**config.mk**
```make
export PLATFORM = sky130hd
export DESIGN_NAME = seq_divider
export DESIGN_NICKNAME = d
export VERILOG_FILES = /design/src/rtl/seq_divider_pkg.sv /design/src/rtl/seq_divider_rca.sv /design/src/rtl/seq_divider.sv
export SDC_FILE = /design/constraint.sdc
export NUM_CORES = 1
export LEC_CHECK = 0
export CORE_ASPECT_RATIO = 1.5
export CORE_MARGIN = 4
export CORE_UTILIZATION = 30
export DETAILED_ROUTE_END_ITERATION = 16
export SLEW_MARGIN = 20
export SYNTH_ARGS = -nofsm -noshare
export SYNTH_HDL_FRONTEND = slang
export SYNTH_SLANG_ARGS = --single-unit
```
**constraint.sdc**
```tcl
create_clock -name clk -period 6.5 [get_ports clk]
set_clock_uncertainty 0.15 [all_clocks]
set_input_delay 0.975 -clock clk [delete_from_list [all_inputs] [get_ports clk]]
set_output_delay 0.975 -clock clk [all_outputs]
set_load 0.05 [all_outputs]
```
**src/rtl/seq_divider_pkg.sv**
```systemverilog
// Shared adder/divider constants: carry-in polarity for the ripple adder,
// divider FSM encoding and the default operand width.
package seq_divider_pkg;

  localparam logic ADDER_CIN_SUB     = 1'b1;
  localparam int   DIV_DEFAULT_WIDTH = 4;

  typedef enum logic [1:0] {
    IDLE = 2'd0,
    RUN  = 2'd1,
    DONE = 2'd2
  } div_state_t;

endpackage

```
**src/rtl/seq_divider_rca.sv**
```systemverilog
// Plain ripple-carry adder; the divider uses it as a subtractor (a + ~b + 1).
module ripply_carry_adder #(
  parameter int width = 4
) (
  input  logic [width-1:0] a,
  input  logic [width-1:0] b,
  input  logic             cin,
  output logic [width-1:0] sum,
  output logic             cout
);

  logic [width:0] carry;

  assign carry[0] = cin;

  for (genvar i = 0; i < width; i++) begin : g_bit
    assign sum[i]     = a[i] ^ b[i] ^ carry[i];
    assign carry[i+1] = (a[i] & b[i]) | (carry[i] & (a[i] ^ b[i]));
  end

  assign cout = carry[width];

endmodule

```
**src/rtl/seq_divider.sv**
```systemverilog
// Multi-cycle restoring divider: one quotient bit per clock, MSB first,
// with back-to-back starts accepted in the DONE cycle.
module seq_divider
  import seq_divider_pkg::*;
#(
  parameter int width = DIV_DEFAULT_WIDTH
) (
  input  logic             clk,
  input  logic             rst_n,
  input  logic             start,
  input  logic [width-1:0] a,
  input  logic [width-1:0] b,
  output logic             busy,
  output logic             done,
  output logic [width-1:0] quotient,
  output logic [width-1:0] remainder,
  output logic             div_by_zero
);

  localparam int CW = (width > 1) ? $clog2(width) : 1;

  div_state_t       state;
  logic [CW-1:0]    count;
  logic [width-1:0] dvd;
  logic [width-1:0] dvs;
  logic [width-1:0] rem;
  logic [width-2:0] qacc;

  logic [width:0]   shifted;
  logic [width:0]   trial;
  logic             cout;
  logic             borrow;
  logic [width-1:0] next_rem;
  logic [width-1:0] next_q;

  assign shifted = {rem, dvd[width-1]};

  ripply_carry_adder #(.width(width + 1)) u_sub (
    .a    (shifted),
    .b    (~{1'b0, dvs}),
    .cin  (ADDER_CIN_SUB),
    .sum  (trial),
    .cout (cout)
  );

  // Sign bit and carry-out agree here; either one flags a negative trial.
  assign borrow   = trial[width] | ~cout;
  assign next_rem = borrow ? shifted[width-1:0] : trial[width-1:0];
  assign next_q   = {qacc, ~borrow};

  always_ff @(posedge clk or negedge rst_n) begin
    if (!rst_n) begin
      state       <= IDLE;
      count       <= '0;
      dvd         <= '0;
      dvs         <= '0;
      rem         <= '0;
      qacc        <= '0;
      busy        <= 1'b0;
      done        <= 1'b0;
      quotient    <= '0;
      remainder   <= '0;
      div_by_zero <= 1'b0;
    end else begin
      case (state)
        IDLE, DONE: begin
          done <= 1'b0;
          if (start) begin
            dvd         <= a;
            dvs         <= b;
            rem         <= '0;
            qacc        <= '0;
            count       <= CW'(width - 1);
            div_by_zero <= 1'b0;
            if (b == '0) begin
              state       <= DONE;
              busy        <= 1'b0;
              done        <= 1'b1;
              quotient    <= '1;
              remainder   <= a;
              div_by_zero <= 1'b1;
            end else begin
              state <= RUN;
              busy  <= 1'b1;
            end
          end else begin
            state <= IDLE;
            busy  <= 1'b0;
          end
        end
        RUN: begin
          dvd  <= dvd << 1;
          rem  <= next_rem;
          qacc <= next_q[width-2:0];
          if (count == '0) begin
            state     <= DONE;
            busy      <= 1'b0;
            done      <= 1'b1;
            quotient  <= next_q;
            remainder <= next_rem;
          end else begin
            count <= count - CW'(1);
          end
        end
        default: begin
          state <= IDLE;
          busy  <= 1'b0;
          done  <= 1'b0;
        end
      endcase
    end
  end

endmodule

```
==> After elaboration in Yosys (flattened, before gate mapping) <==
Cells that the tools add are included.
{ "word_totals": {"input_bits": 11, "regBits": 30} }
{ "classes": {"mux": 30, "bitwise": 28, "n_reduce_logical": 9, "n_addsub": 1, "n_eq_ne": 6} }
{ "op_table": {"columns": ["op", "n"], "rows": [
  ["$mux 4", 9],
  ["$pmux 4 s2", 4],
  ["$mux 2", 5],
  ["$and 1x1->1", 9],
  ["$xor 1x1->1", 9],
  ["$ne 2x2->1 const B", 4],
  ["$pmux 2 s2", 2],
  ["$mux 1", 6],
  ["$or 1x1->1", 6],
  ["$pmux 3 s2", 1],
  ["$not 4->5", 1],
  ["$logic_not 2->1", 2],
  ["$logic_not 4->1", 1],
  ["$pmux 1 s2", 2],
  ["$reduce_and 2->1", 2],
  ["$reduce_and 4->1", 1],
  ["$mux 3", 1],
  ["$not 1->1", 3],
  ["$reduce_and 3->1", 1],
  ["$eq 2x1->1 const B", 1],
  ["$eq 2x2->1 const B", 1],
  ["$reduce_bool 2->1", 1],
  ["$reduce_or 2->1", 1],
  ["$sub 2x1->2 const B", 1]
]} }

==> Depth between registers and ports, before layout <==
Gate-level depths: netlist of run 1.
{ "depth": {"word_depth": 16, "depth_mapped": 12} }

==> Hierarchy <==
Synthesis of run 1 repeated with hierarchy kept, for this count alone.
{ "unflattened": {"hier_cells": 135, "hier_area_um2": 1403.8} }
{ "by_module_without_submodules": {"columns": ["module", "cells_per_inst", "area_per_inst_um2", "seq_area_each_um2", "instances"], "rows": [
  ["seq_divider", 120, 1266.2, 725.7, 1],
  ["ripply_carry_adder", 15, 137.6, 0.0, 1]
]} }

==> Worst setup path after synthesis of run 1 <==
Ideal clock, no wire load.
{ "synth_path": {"kind": "reg2reg", "startpoint": "register dvd[3]", "endpoint": "register remainder[3]", "required_ps": 6232, "path_stages_with_launch": 13, "t_arrival_ps": 2396, "slack_ps": 3836, "synth_period_minus_slack_ps": 2664, "setup_ps": 118, "cell_sequence": "dfrtp_1 -> inv_1 -> ha_1 -> inv_1 -> fa_1 -> inv_1 -> fa_1 -> inv_1 -> fa_1 -> xnor2_4 -> mux2i_1 -> a211oi_1 -> a21o_1"} }
{ "synth_between": {"elab_chain_cells": 15} }
{ "synth_lines": {"columns": ["element", "line_no", "text"], "rows": [
  ["from (decl)", "seq_divider.sv:24", "logic [width-1:0] dvd;"],
  ["from (signal assigned)", "seq_divider.sv:92", "dvd <= dvd << 1;"],
  ["$and 1x1->1 / $xor 1x1->1 (equally long branches)", "seq_divider_rca.sv:18", "assign carry[i+1] = (a[i] & b[i]) | (carry[i] & (a[i] ^ b[i]));"],
  ["$or 1x1->1 *", "seq_divider_rca.sv:18", null],
  ["$and 1x1->1 *", "seq_divider_rca.sv:18", null],
  ["$or 1x1->1 *", "seq_divider_rca.sv:18", null],
  ["$and 1x1->1 *", "seq_divider_rca.sv:18", null],
  ["$or 1x1->1 *", "seq_divider_rca.sv:18", null],
  ["$and 1x1->1", "seq_divider_rca.sv:18", null],
  ["$or 1x1->1", "seq_divider_rca.sv:18", null],
  ["$and 1x1->1", "seq_divider_rca.sv:18", null],
  ["$or 1x1->1", "seq_divider_rca.sv:18", null],
  ["$not 1->1", "seq_divider.sv:47", "assign borrow = trial[width] | ~cout;"],
  ["$or 1x1->1", "seq_divider.sv:47", null],
  ["$mux 4 *", "seq_divider.sv:48", "assign next_rem = borrow ? shifted[width-1:0] : trial[width-1:0];"],
  ["$mux 4 *", "seq_divider.sv:95", "if (count == '0) begin"],
  ["$pmux 4 s2 *", "seq_divider.sv:65", "case (state)"],
  ["to (signal assigned)", "seq_divider.sv:100", "remainder <= next_rem;"],
  ["to (decl)", "seq_divider.sv:16", "output logic [width-1:0] remainder,"]
]} }
Every way passes the cells marked *; elsewhere a longest branch is shown, timed or not. The select of a mux whose other input is x is not followed.
A chain may end at the register's enable or synchronous reset.

==> Worst setup path after layout of run 1 <==
Ends and elaborated chain as after synthesis.

==> results of run 1 <==
[cells in the final DEF, fill, tap and decap left out, drive strengths merged, types with 2 or more instances in the layout]
master / n
a211oi: 3
a21o: 4
a21oi: 6
a22o: 2
a22oi: 2
buf: 3
clkbuf: 8
clkdlybuf4s50: 21
dfrtp: 29
fa: 3
ha: 2
inv: 10
mux2: 2
mux2i: 5
nand2: 19
nor2: 8
nor2b: 3
nor3: 3
o21ai: 9
[path summary, 6_finish.rpt]
| check | from | to | slack, ns | cells after the start |
|---|---|---|---|---|
| worst max-delay path | dvd[3] | remainder[3] | 3.57 | 12 |
| worst min-delay path | dvd[2] | dvd[2] | 0.33 | 2 |
| worst min register to register | dvd[2] | dvd[2] | 0.33 | 2 |
| min in group asynchronous | rst_n | dvs[3] | 0.93 | 2 |
| worst max register to register | dvd[3] | remainder[3] | 3.57 | 12 |
| max in group asynchronous | rst_n | state[0] | 4.99 | 2 |
[critical path, stage by stage, from the launching register on]
cell                       delay [ns]
sky130_fd_sc_hd__dfrtp_1         0.37
sky130_fd_sc_hd__inv_1           0.09
sky130_fd_sc_hd__ha_1            0.14
sky130_fd_sc_hd__inv_1           0.05
sky130_fd_sc_hd__fa_1            0.36
sky130_fd_sc_hd__inv_1           0.08
sky130_fd_sc_hd__fa_1            0.16
sky130_fd_sc_hd__inv_1           0.05
sky130_fd_sc_hd__fa_1            0.44
sky130_fd_sc_hd__xnor2_4         0.33
sky130_fd_sc_hd__mux2i_1         0.31
sky130_fd_sc_hd__a211oi_1        0.11
sky130_fd_sc_hd__a21o_1          0.17
[layer usage]
layer | part of all wire | track usage | vias up
li1 | - | - | 477
met1 | 0.44 | 0.130 | 442
met2 | 0.49 | 0.173 | 20
met3 | 0.044 | 0.0346 | 5
met4 | 0.025 | 0.0541 | 0
met5 | 0 | 0 | -
[stage by stage]
step	setup WS (ns)	hold WS (ns)	area [um^2]	total power, mW
2_1_floorplan	3.84	0.295	1380	0.756
3_3_place_gp	3.72	0.308	1630	0.892
6_report	3.57	0.329	1710	1.04
3_5_place_dp	3.57	0.314	1630	0.916
4_1_cts	3.56	0.328	1710	1.06
5_1_grt	3.44	0.364	1710	1.13
[synthesized netlist by cell type]
cell type / n
sky130_fd_sc_hd__dfrtp_1: 29
sky130_fd_sc_hd__nand2_1: 19
sky130_fd_sc_hd__inv_1: 9
sky130_fd_sc_hd__o21ai_1: 8
sky130_fd_sc_hd__nor2_1: 7
sky130_fd_sc_hd__a21oi_1: 6
sky130_fd_sc_hd__mux2i_1: 5
sky130_fd_sc_hd__a21o_1: 4
sky130_fd_sc_hd__buf_2: 4
sky130_fd_sc_hd__a211oi_1: 3
sky130_fd_sc_hd__fa_1: 3
sky130_fd_sc_hd__nor2b_1: 3
sky130_fd_sc_hd__nor3_1: 3
sky130_fd_sc_hd__a22o_1: 2
sky130_fd_sc_hd__a22oi_1: 2
sky130_fd_sc_hd__buf_4: 2
sky130_fd_sc_hd__ha_1: 2
sky130_fd_sc_hd__mux2_1: 2
sky130_fd_sc_hd__a221o_1: 1
sky130_fd_sc_hd__and3b_1: 1
sky130_fd_sc_hd__inv_2: 1
sky130_fd_sc_hd__nand2b_1: 1
sky130_fd_sc_hd__nand3_1: 1
sky130_fd_sc_hd__nor2_2: 1
sky130_fd_sc_hd__nor4_4: 1
sky130_fd_sc_hd__o21ai_0: 1
sky130_fd_sc_hd__o22ai_4: 1
sky130_fd_sc_hd__o311a_1: 1
sky130_fd_sc_hd__o311ai_1: 1
sky130_fd_sc_hd__or2_1: 1
sky130_fd_sc_hd__xnor2_4: 1
[sequential cells by signal, indices dropped and copies added, names as in the netlist, 2 cells and up]
register	flops
remainder	4
qacc	3
quotient	4
dvd	4
dvs	4
count	2
rem	4
[area by class of cell]
class | count | area, um^2 | area share
flip-flops and latches | 29 | 726 | 0.424
multi-input cells | 81 | 579 | 0.338
repair buffers | 24 | 233 | 0.136
clock buffers | 8 | 80.1 | 0.0467
well taps | 46 | 57.6 | 0.0336
inverters | 10 | 37.5 | 0.0219
[kinds of logic (layout without fill, tap and decap cells)]
logic type,count (synthesis),in the layout,synth area share
xor+xnor,1,1,0.0200
mux,7,7,0.0527
flops,29,29,0.527
compound gates,30,30,0.152
simple gates,38,38,0.134
fa+ha+maj,5,5,0.0618
buf+inv,16,42,0.0527
[power by group]
| group | switching (mW) | internal (mW) |
|---|---|---|
| sequential | 0.0529 | 0.268 |
| clock | 0.0627 | 0.0758 |
| combinational | 0.354 | 0.229 |
| total | 0.469 | 0.573 |
==> flow_summary.html, run 1 <==
<table>
<tr><th>Metric</th><th>Value</th></tr>
<tr><th colspan="2">Synth</th></tr>
<tr><td>Syn Inst Count</td><td>about 130</td></tr>
<tr><td>Main area contributors after synthesis</td><td>sky130_fd_sc_hd__dfrtp_1 53%, sky130_fd_sc_hd__nand2_1 5.2%, sky130_fd_sc_hd__fa_1 4.4%, sky130_fd_sc_hd__mux2i_1 3.6%, sky130_fd_sc_hd__o21ai_1 2.9%</td></tr>
<tr><td>Synthesized flop and latch total</td><td>29</td></tr>
<tr><td>Syn_area_per_cell</td><td>10.9 um^2</td></tr>
<tr><td>Count of unique library cells instantiated by Yosys</td><td>31</td></tr>
<tr><td>Mapped Area</td><td>0.00138 mm^2</td></tr>
<tr><td>Share of Yosys cell area claimed by the top area cell type</td><td>0.527</td></tr>
<tr><td>Net count after synthesis</td><td>142</td></tr>
<tr><td>Top cell type by total area after synthesis</td><td>sky130_fd_sc_hd__dfrtp_1</td></tr>
<tr><td>Seq/Total Area, Yosys</td><td>0.527</td></tr>
<tr><td>Yosys Warn Count</td><td>0</td></tr>
<tr><th colspan="2">Detailed routing</th></tr>
<tr><td>Routed wire length</td><td>roughly 2.7 mm</td></tr>
<tr><td>Residual antenna-violating net count after detailed routing</td><td>0</td></tr>
<tr><td>WL/cell</td><td>13.7 um</td></tr>
<tr><td>Detailed-routing iteration count for the pre-antenna-repair pass</td><td>4</td></tr>
<tr><td>Via-per-instance ratio</td><td>between 4 and 5</td></tr>
<tr><td>Routed vias</td><td>about 940</td></tr>
<tr><td>Violation count after the first detailed-route iteration</td><td>29</td></tr>
<tr><td>Number of remaining DRC errors</td><td>0</td></tr>
<tr><th colspan="2">Global route</th></tr>
<tr><td>Congestion Overflow GR</td><td>0</td></tr>
<tr><td>GRT Resource Usage Total</td><td>0.108</td></tr>
<tr><td>Via count of the first global-routing pass</td><td>between 1000 and 1500</td></tr>
<tr><td>Pin count of the biggest net entering global routing</td><td>30</td></tr>
<tr><td>Wire length of the first global-routing pass</td><td>a little under 5 mm</td></tr>
<tr><td>Number of antenna violations at the first check in global routing</td><td>0</td></tr>
<tr><th colspan="2">Floorplanning</th></tr>
<tr><td>Die height</td><td>91.0 um</td></tr>
<tr><td>Overall die area</td><td>0.00576 mm^2</td></tr>
<tr><td>DIE WIDTH</td><td>63.3 um</td></tr>
<tr><td>Core Region</td><td>roughly 0.0043 mm^2</td></tr>
<tr><td>Standard-cell row count</td><td>29</td></tr>
<tr><td>Count of pins on the block boundary</td><td>22</td></tr>
<tr><td>Initial Utilization</td><td>0.319</td></tr>
<tr><th colspan="2">Pwr</th></tr>
<tr><td>Max IR drop VDD</td><td>roughly 250 uV</td></tr>
<tr><td>Power density over cell area</td><td>roughly 600 mW/mm^2</td></tr>
<tr><td>Leakage power of the design</td><td>0.787 nW</td></tr>
<tr><th colspan="2">STA</th></tr>
<tr><td>Max-slew violation count</td><td>0</td></tr>
<tr><td>Upper clock frequency limit</td><td>342 MHz</td></tr>
<tr><td>Slew margin rel.</td><td>0.666</td></tr>
<tr><td>Final setup violating endpoints</td><td>0</td></tr>
<tr><td>Period utilisation layout</td><td>0.450</td></tr>
<tr><td>Fin. Hold Viols</td><td>0</td></tr>
<tr><td>Worst-margin pin slew</td><td>around 0.50 ns</td></tr>
<tr><td>Setup tns final</td><td>0 ns</td></tr>
<tr><td>Setup repair after global routing missed its margin</td><td>no</td></tr>
<tr><td>Min Tclk post-route</td><td>a little under 3 ns</td></tr>
<tr><th colspan="2">Worst setup path</th></tr>
<tr><td>Critical path endpoint category</td><td>flop</td></tr>
<tr><td>Type of the setup path with the least slack</td><td>reg -&gt; reg</td></tr>
<tr><td>CP startpoint kind</td><td>flop</td></tr>
<tr><td>Data required time of the worst path</td><td>roughly 6.5 ns</td></tr>
<tr><td>WP data arrival</td><td>between 2 and 3 ns</td></tr>
<tr><td>Top fanout value on the critical path</td><td>8</td></tr>
<tr><th colspan="2">Status</th></tr>
<tr><td>Result of the run</td><td>finished, final reports clean</td></tr>
<tr><th colspan="2">Final layout</th></tr>
<tr><td>Final Util</td><td>0.397</td></tr>
<tr><td>Final Net Count</td><td>167</td></tr>
<tr><td>Non-filler cells, final</td><td>slightly below 200</td></tr>
<tr><td>Number of antenna repair diodes</td><td>0</td></tr>
<tr><td>Filler cell count</td><td>419</td></tr>
<tr><td>Synthesis-to-finish area growth</td><td>24.3%</td></tr>
<tr><td>Share of post-route cells with drive strength above 1</td><td>0.0855</td></tr>
<tr><th colspan="2">Clock tree</th></tr>
<tr><td>Number of sinks on the clock net</td><td>29</td></tr>
<tr><td>CTS H-tree depth</td><td>2</td></tr>
<tr><td>Post-CTS Hold Buffers</td><td>0</td></tr>
<tr><td>CTS max path bufs</td><td>2</td></tr>
<tr><td>Count of cells resized by post-cts repair</td><td>0</td></tr>
<tr><td>Worst skew pair latency</td><td>approximately 0.28 ns</td></tr>
<tr><td>Clock root cell</td><td>sky130_fd_sc_hd__clkbuf_8</td></tr>
<tr><td>Postcts setup bufs</td><td>0</td></tr>
<tr><td>Worst-path clk slew</td><td>about 0.06 ns</td></tr>
<tr><td>Clock tree from TritonCTS</td><td>done</td></tr>
<tr><td>Number of buffers created by CTS</td><td>5</td></tr>
<tr><th colspan="2">Worst hold path</th></tr>
<tr><td>Worst Hold Class</td><td>reg -&gt; reg</td></tr>
<tr><th colspan="2">Placed design</th></tr>
<tr><td>Placed cell count</td><td>190</td></tr>
<tr><td>Count of port buffers added during placement</td><td>21</td></tr>
<tr><td>HPWL after detailed placement</td><td>2.04 mm</td></tr>
<tr><td>GP Congestion</td><td>~0.9</td></tr>
<tr><th colspan="2">Run</th></tr>
<tr><td>Count of maximum capacitance violations</td><td>0</td></tr>
</table>
(Power assumes the default switching activity.)
==> run 2: changes to the inputs <==
==> constraint.sdc (replaced) <==
create_clock -name clk -period 2.45 [get_ports clk]
set_clock_uncertainty 0.15 [all_clocks]
set_input_delay 0.3675 -clock clk [delete_from_list [all_inputs] [get_ports clk]]
set_output_delay 0.3675 -clock clk [all_outputs]
set_load 0.05 [all_outputs]
==> run 2 against run 1 <==
  * The run now ends with negative setup slack left
  * Via count rose by 7.0%
  * Maximum frequency rose by 7.9%
  * Cell count rose by 5.1%
  * First-iteration DRC count fell by 72%
  * Critical path depth rose by 1
  * Count of clock-buffer cells in the layout fell by 1
  * Final area rose by 9.7%
  * Non-clock buffer count rose by 10
==> flow_summary.html, run 2 (same netlist as run 1, synthesis figures left out) <==
<table>
<tr><th>Metric</th><th>Value</th></tr>
<tr><th colspan="2">Detailed routing</th></tr>
<tr><td>Amount of wire on met2 after detailed routing</td><td>1.54 mm (+15%)</td></tr>
<tr><td>Detailed-routing iteration count for the pre-antenna-repair pass</td><td>4 (unchanged)</td></tr>
<tr><td>Met3 routed wirelength</td><td>118 um (-1.7%)</td></tr>
<tr><td>Routed wire length</td><td>2.83 mm (+4.3%)</td></tr>
<tr><td>Routed vias</td><td>1010 (+7.0%)</td></tr>
<tr><td>Residual antenna-violating net count after detailed routing</td><td>0 (unchanged)</td></tr>
<tr><td>Via-per-instance ratio</td><td>4.86 (+1.8%)</td></tr>
<tr><td>Top routing layer in use</td><td>met4</td></tr>
<tr><td>Violation count after the first detailed-route iteration</td><td>8 (-72%)</td></tr>
<tr><td>Wire length the detailed router placed on met1</td><td>1.10 mm (-7.0%)</td></tr>
<tr><td>Number of remaining DRC errors</td><td>0 (unchanged)</td></tr>
<tr><td>WL/cell</td><td>13.6 um (-0.70%)</td></tr>
<tr><th colspan="2">Floorplanning</th></tr>
<tr><td>Overall die area</td><td>0.00576 mm^2 (unchanged)</td></tr>
<tr><td>Count of pins on the block boundary</td><td>22 (unchanged)</td></tr>
<tr><td>Die height</td><td>91.0 um (unchanged)</td></tr>
<tr><td>DIE WIDTH</td><td>63.3 um (unchanged)</td></tr>
<tr><td>Standard-cell row count</td><td>29 (unchanged)</td></tr>
<tr><td>Core Region</td><td>0.00432 mm^2 (unchanged)</td></tr>
<tr><td>Initial Utilization</td><td>0.319 (unchanged)</td></tr>
<tr><th colspan="2">Final layout</th></tr>
<tr><td>Filler cell count</td><td>397 (-5.3%)</td></tr>
<tr><td>Synthesis-to-finish area growth</td><td>36.4%</td></tr>
<tr><td>Final Net Count</td><td>177 (+6.0%)</td></tr>
<tr><td>Non-filler cells, final</td><td>208 (+5.1%)</td></tr>
<tr><td>Commonest non-fill, non-tap cell in the layout</td><td>sky130_fd_sc_hd__dfrtp_1</td></tr>
<tr><td>Share of post-route cells with drive strength above 1</td><td>0.235 (+0.149)</td></tr>
<tr><td>Number of antenna repair diodes</td><td>0 (unchanged)</td></tr>
<tr><td>Most frequent cells in the layout</td><td>29 x sky130_fd_sc_hd__dfrtp_1, 21 x sky130_fd_sc_hd__clkdlybuf4s50_1, 19 x sky130_fd_sc_hd__nand2_1</td></tr>
<tr><th colspan="2">Worst setup path</th></tr>
<tr><td>Data required time of the worst path</td><td>2.51 ns (-4.01 ns)</td></tr>
<tr><td>Flop2flop setup slack</td><td>-0.26 ns (-3.83 ns)</td></tr>
<tr><td>Launching point of the worst reg2reg path</td><td>dvd[3]</td></tr>
<tr><td>Cell count of the worst reg-to-reg path</td><td>13 (+1)</td></tr>
<tr><td>RR Endpoint</td><td>remainder[0]</td></tr>
<tr><td>Top fanout value on the critical path</td><td>5 (-3)</td></tr>
<tr><td>Critical path endpoint category</td><td>flop</td></tr>
<tr><td>CP startpoint kind</td><td>flop</td></tr>
<tr><td>Type of the setup path with the least slack</td><td>reg -&gt; reg</td></tr>
<tr><td>WP data arrival</td><td>2.77 ns (-0.18 ns)</td></tr>
<tr><th colspan="2">Worst hold path</th></tr>
<tr><td>Worst Hold Class</td><td>in -&gt; async</td></tr>
<tr><th colspan="2">STA</th></tr>
<tr><td>Min Tclk post-route</td><td>2.71 ns (-0.215 ns)</td></tr>
<tr><td>Setup tns final</td><td>-1.64 ns (-1.64 ns)</td></tr>
<tr><td>Post-layout worst setup margin</td><td>-0.262 ns (-3.83 ns)</td></tr>
<tr><td>Max-slew violation count</td><td>0 (unchanged)</td></tr>
<tr><td>Final setup violating endpoints</td><td>9 (+9)</td></tr>
<tr><td>Period utilisation layout</td><td>1.11 (+0.657)</td></tr>
<tr><td>Upper clock frequency limit</td><td>369 MHz (+7.9%)</td></tr>
<tr><td>Worst-margin pin slew</td><td>0.520 ns (+0.0212 ns)</td></tr>
<tr><td>Setup repair after global routing missed its margin</td><td>yes</td></tr>
<tr><td>Fin. Hold Viols</td><td>0 (unchanged)</td></tr>
<tr><td>Slew margin rel.</td><td>0.653 (-0.0131)</td></tr>
<tr><th colspan="2">Placed design</th></tr>
<tr><td>Pre-CTS worst setup slack</td><td>-0.238 ns (-3.80 ns)</td></tr>
<tr><td>Placed cell count</td><td>195 (+2.6%)</td></tr>
<tr><td>HPWL after detailed placement</td><td>2.09 mm (+2.6%)</td></tr>
<tr><td>Count of port buffers added during placement</td><td>21 (unchanged)</td></tr>
<tr><td>GP Congestion</td><td>0.802 (-9.0%)</td></tr>
<tr><th colspan="2">Global route</th></tr>
<tr><td>Via count of the first global-routing pass</td><td>1093 (+5.3%)</td></tr>
<tr><td>Number of antenna violations at the first check in global routing</td><td>0 (unchanged)</td></tr>
<tr><td>Congestion Overflow GR</td><td>0 (unchanged)</td></tr>
<tr><td>Pin count of the biggest net entering global routing</td><td>30 (unchanged)</td></tr>
<tr><td>Wire length of the first global-routing pass</td><td>4.94 mm (+1.1%)</td></tr>
<tr><td>GRT Resource Usage Total</td><td>0.111 (+0.00234)</td></tr>
<tr><th colspan="2">Clock tree</th></tr>
<tr><td>Clock root cell</td><td>sky130_fd_sc_hd__clkbuf_8</td></tr>
<tr><td>Number of sinks on the clock net</td><td>29 (unchanged)</td></tr>
<tr><td>Clock tree from TritonCTS</td><td>done</td></tr>
<tr><td>CTS H-tree depth</td><td>2 (unchanged)</td></tr>
<tr><td>Number of buffers created by CTS</td><td>5 (unchanged)</td></tr>
<tr><td>Worst-path clk slew</td><td>0.06 ns (about the same)</td></tr>
<tr><td>Worst skew pair latency</td><td>0.28 ns (about the same)</td></tr>
<tr><td>CTS max path bufs</td><td>2 (unchanged)</td></tr>
<tr><th colspan="2">Status</th></tr>
<tr><td>Result of the run</td><td>complete, but fails checks</td></tr>
<tr><td>Failing checks</td><td>negative setup slack</td></tr>
<tr><th colspan="2">Run</th></tr>
<tr><td>Count of maximum capacitance violations</td><td>0 (unchanged)</td></tr>
</table>
-- run 2: metrics by stage --
| stage | hold WS [ns] | area, um^2 | util |
|---|---|---|---|
| after floorplan | -0.0781 | 1380 | - |
| after global placement | 0.306 | 1670 | 0.387 |
| after detailed placement | 0.315 | 1670 | 0.387 |
| final | 0.316 | 1880 | 0.435 |
| after global routing | 0.344 | 1880 | 0.435 |
| after CTS | 0.326 | 1830 | 0.425 |
-- run 2: how the worst max path moves through the flow --
stage	startpoint	end
after floorplan	dvd[3]	remainder[3]
after global placement	dvd[3]	remainder[3]
after detailed placement	dvd[3]	remainder[1]
after CTS	dvd[3]	remainder[1]
after global routing	dvd[3]	remainder[1]
final	dvd[3]	remainder[0]
-- run 2: per-layer routing --
layer | vias up | track usage
met5 | - | 0
met3 | 7 | 0.0370
met2 | 18 | 0.196
li1 | 496 | -
met4 | 0 | 0.0541
met1 | 489 | 0.115
-- run 2: timing repair --
item / CTS / global route
gates cloned: 0 / 0
pin swaps: 2 / 2
hold buffers: 0 / 0
setup endpoints to repair: 8 / 10
buffers inserted: 2 / 3
resized for setup: 11 / 4
-- run 2: area by class of cell --
type / count / area [um^2] / share of cell area
clock inverters: 1 / 30.0 / 0.0160
repair buffers: 34 / 312 / 0.166
clock buffers: 7 / 86.3 / 0.0459
well taps: 46 / 57.6 / 0.0306
flip-flops and latches: 29 / 726 / 0.386
inverters: 10 / 37.5 / 0.0200
multi-input cells: 81 / 631 / 0.336
-- run 2: worst max-delay path, stage by stage (launching register included) --
cell,delay (ns)
sky130_fd_sc_hd__dfrtp_1,0.40
sky130_fd_sc_hd__inv_2,0.09
sky130_fd_sc_hd__ha_4,0.13
sky130_fd_sc_hd__inv_2,0.03
sky130_fd_sc_hd__fa_2,0.32
sky130_fd_sc_hd__inv_2,0.06
sky130_fd_sc_hd__fa_2,0.18
sky130_fd_sc_hd__inv_2,0.04
sky130_fd_sc_hd__fa_2,0.38
sky130_fd_sc_hd__xnor2_4,0.18
sky130_fd_sc_hd__buf_4,0.16
sky130_fd_sc_hd__buf_6,0.12
sky130_fd_sc_hd__o311a_1,0.29
sky130_fd_sc_hd__o21ai_1,0.11
Power of run 2 is not shown: default switching activity piles up to over one toggle a cycle in this logic, so the estimate is an artifact.
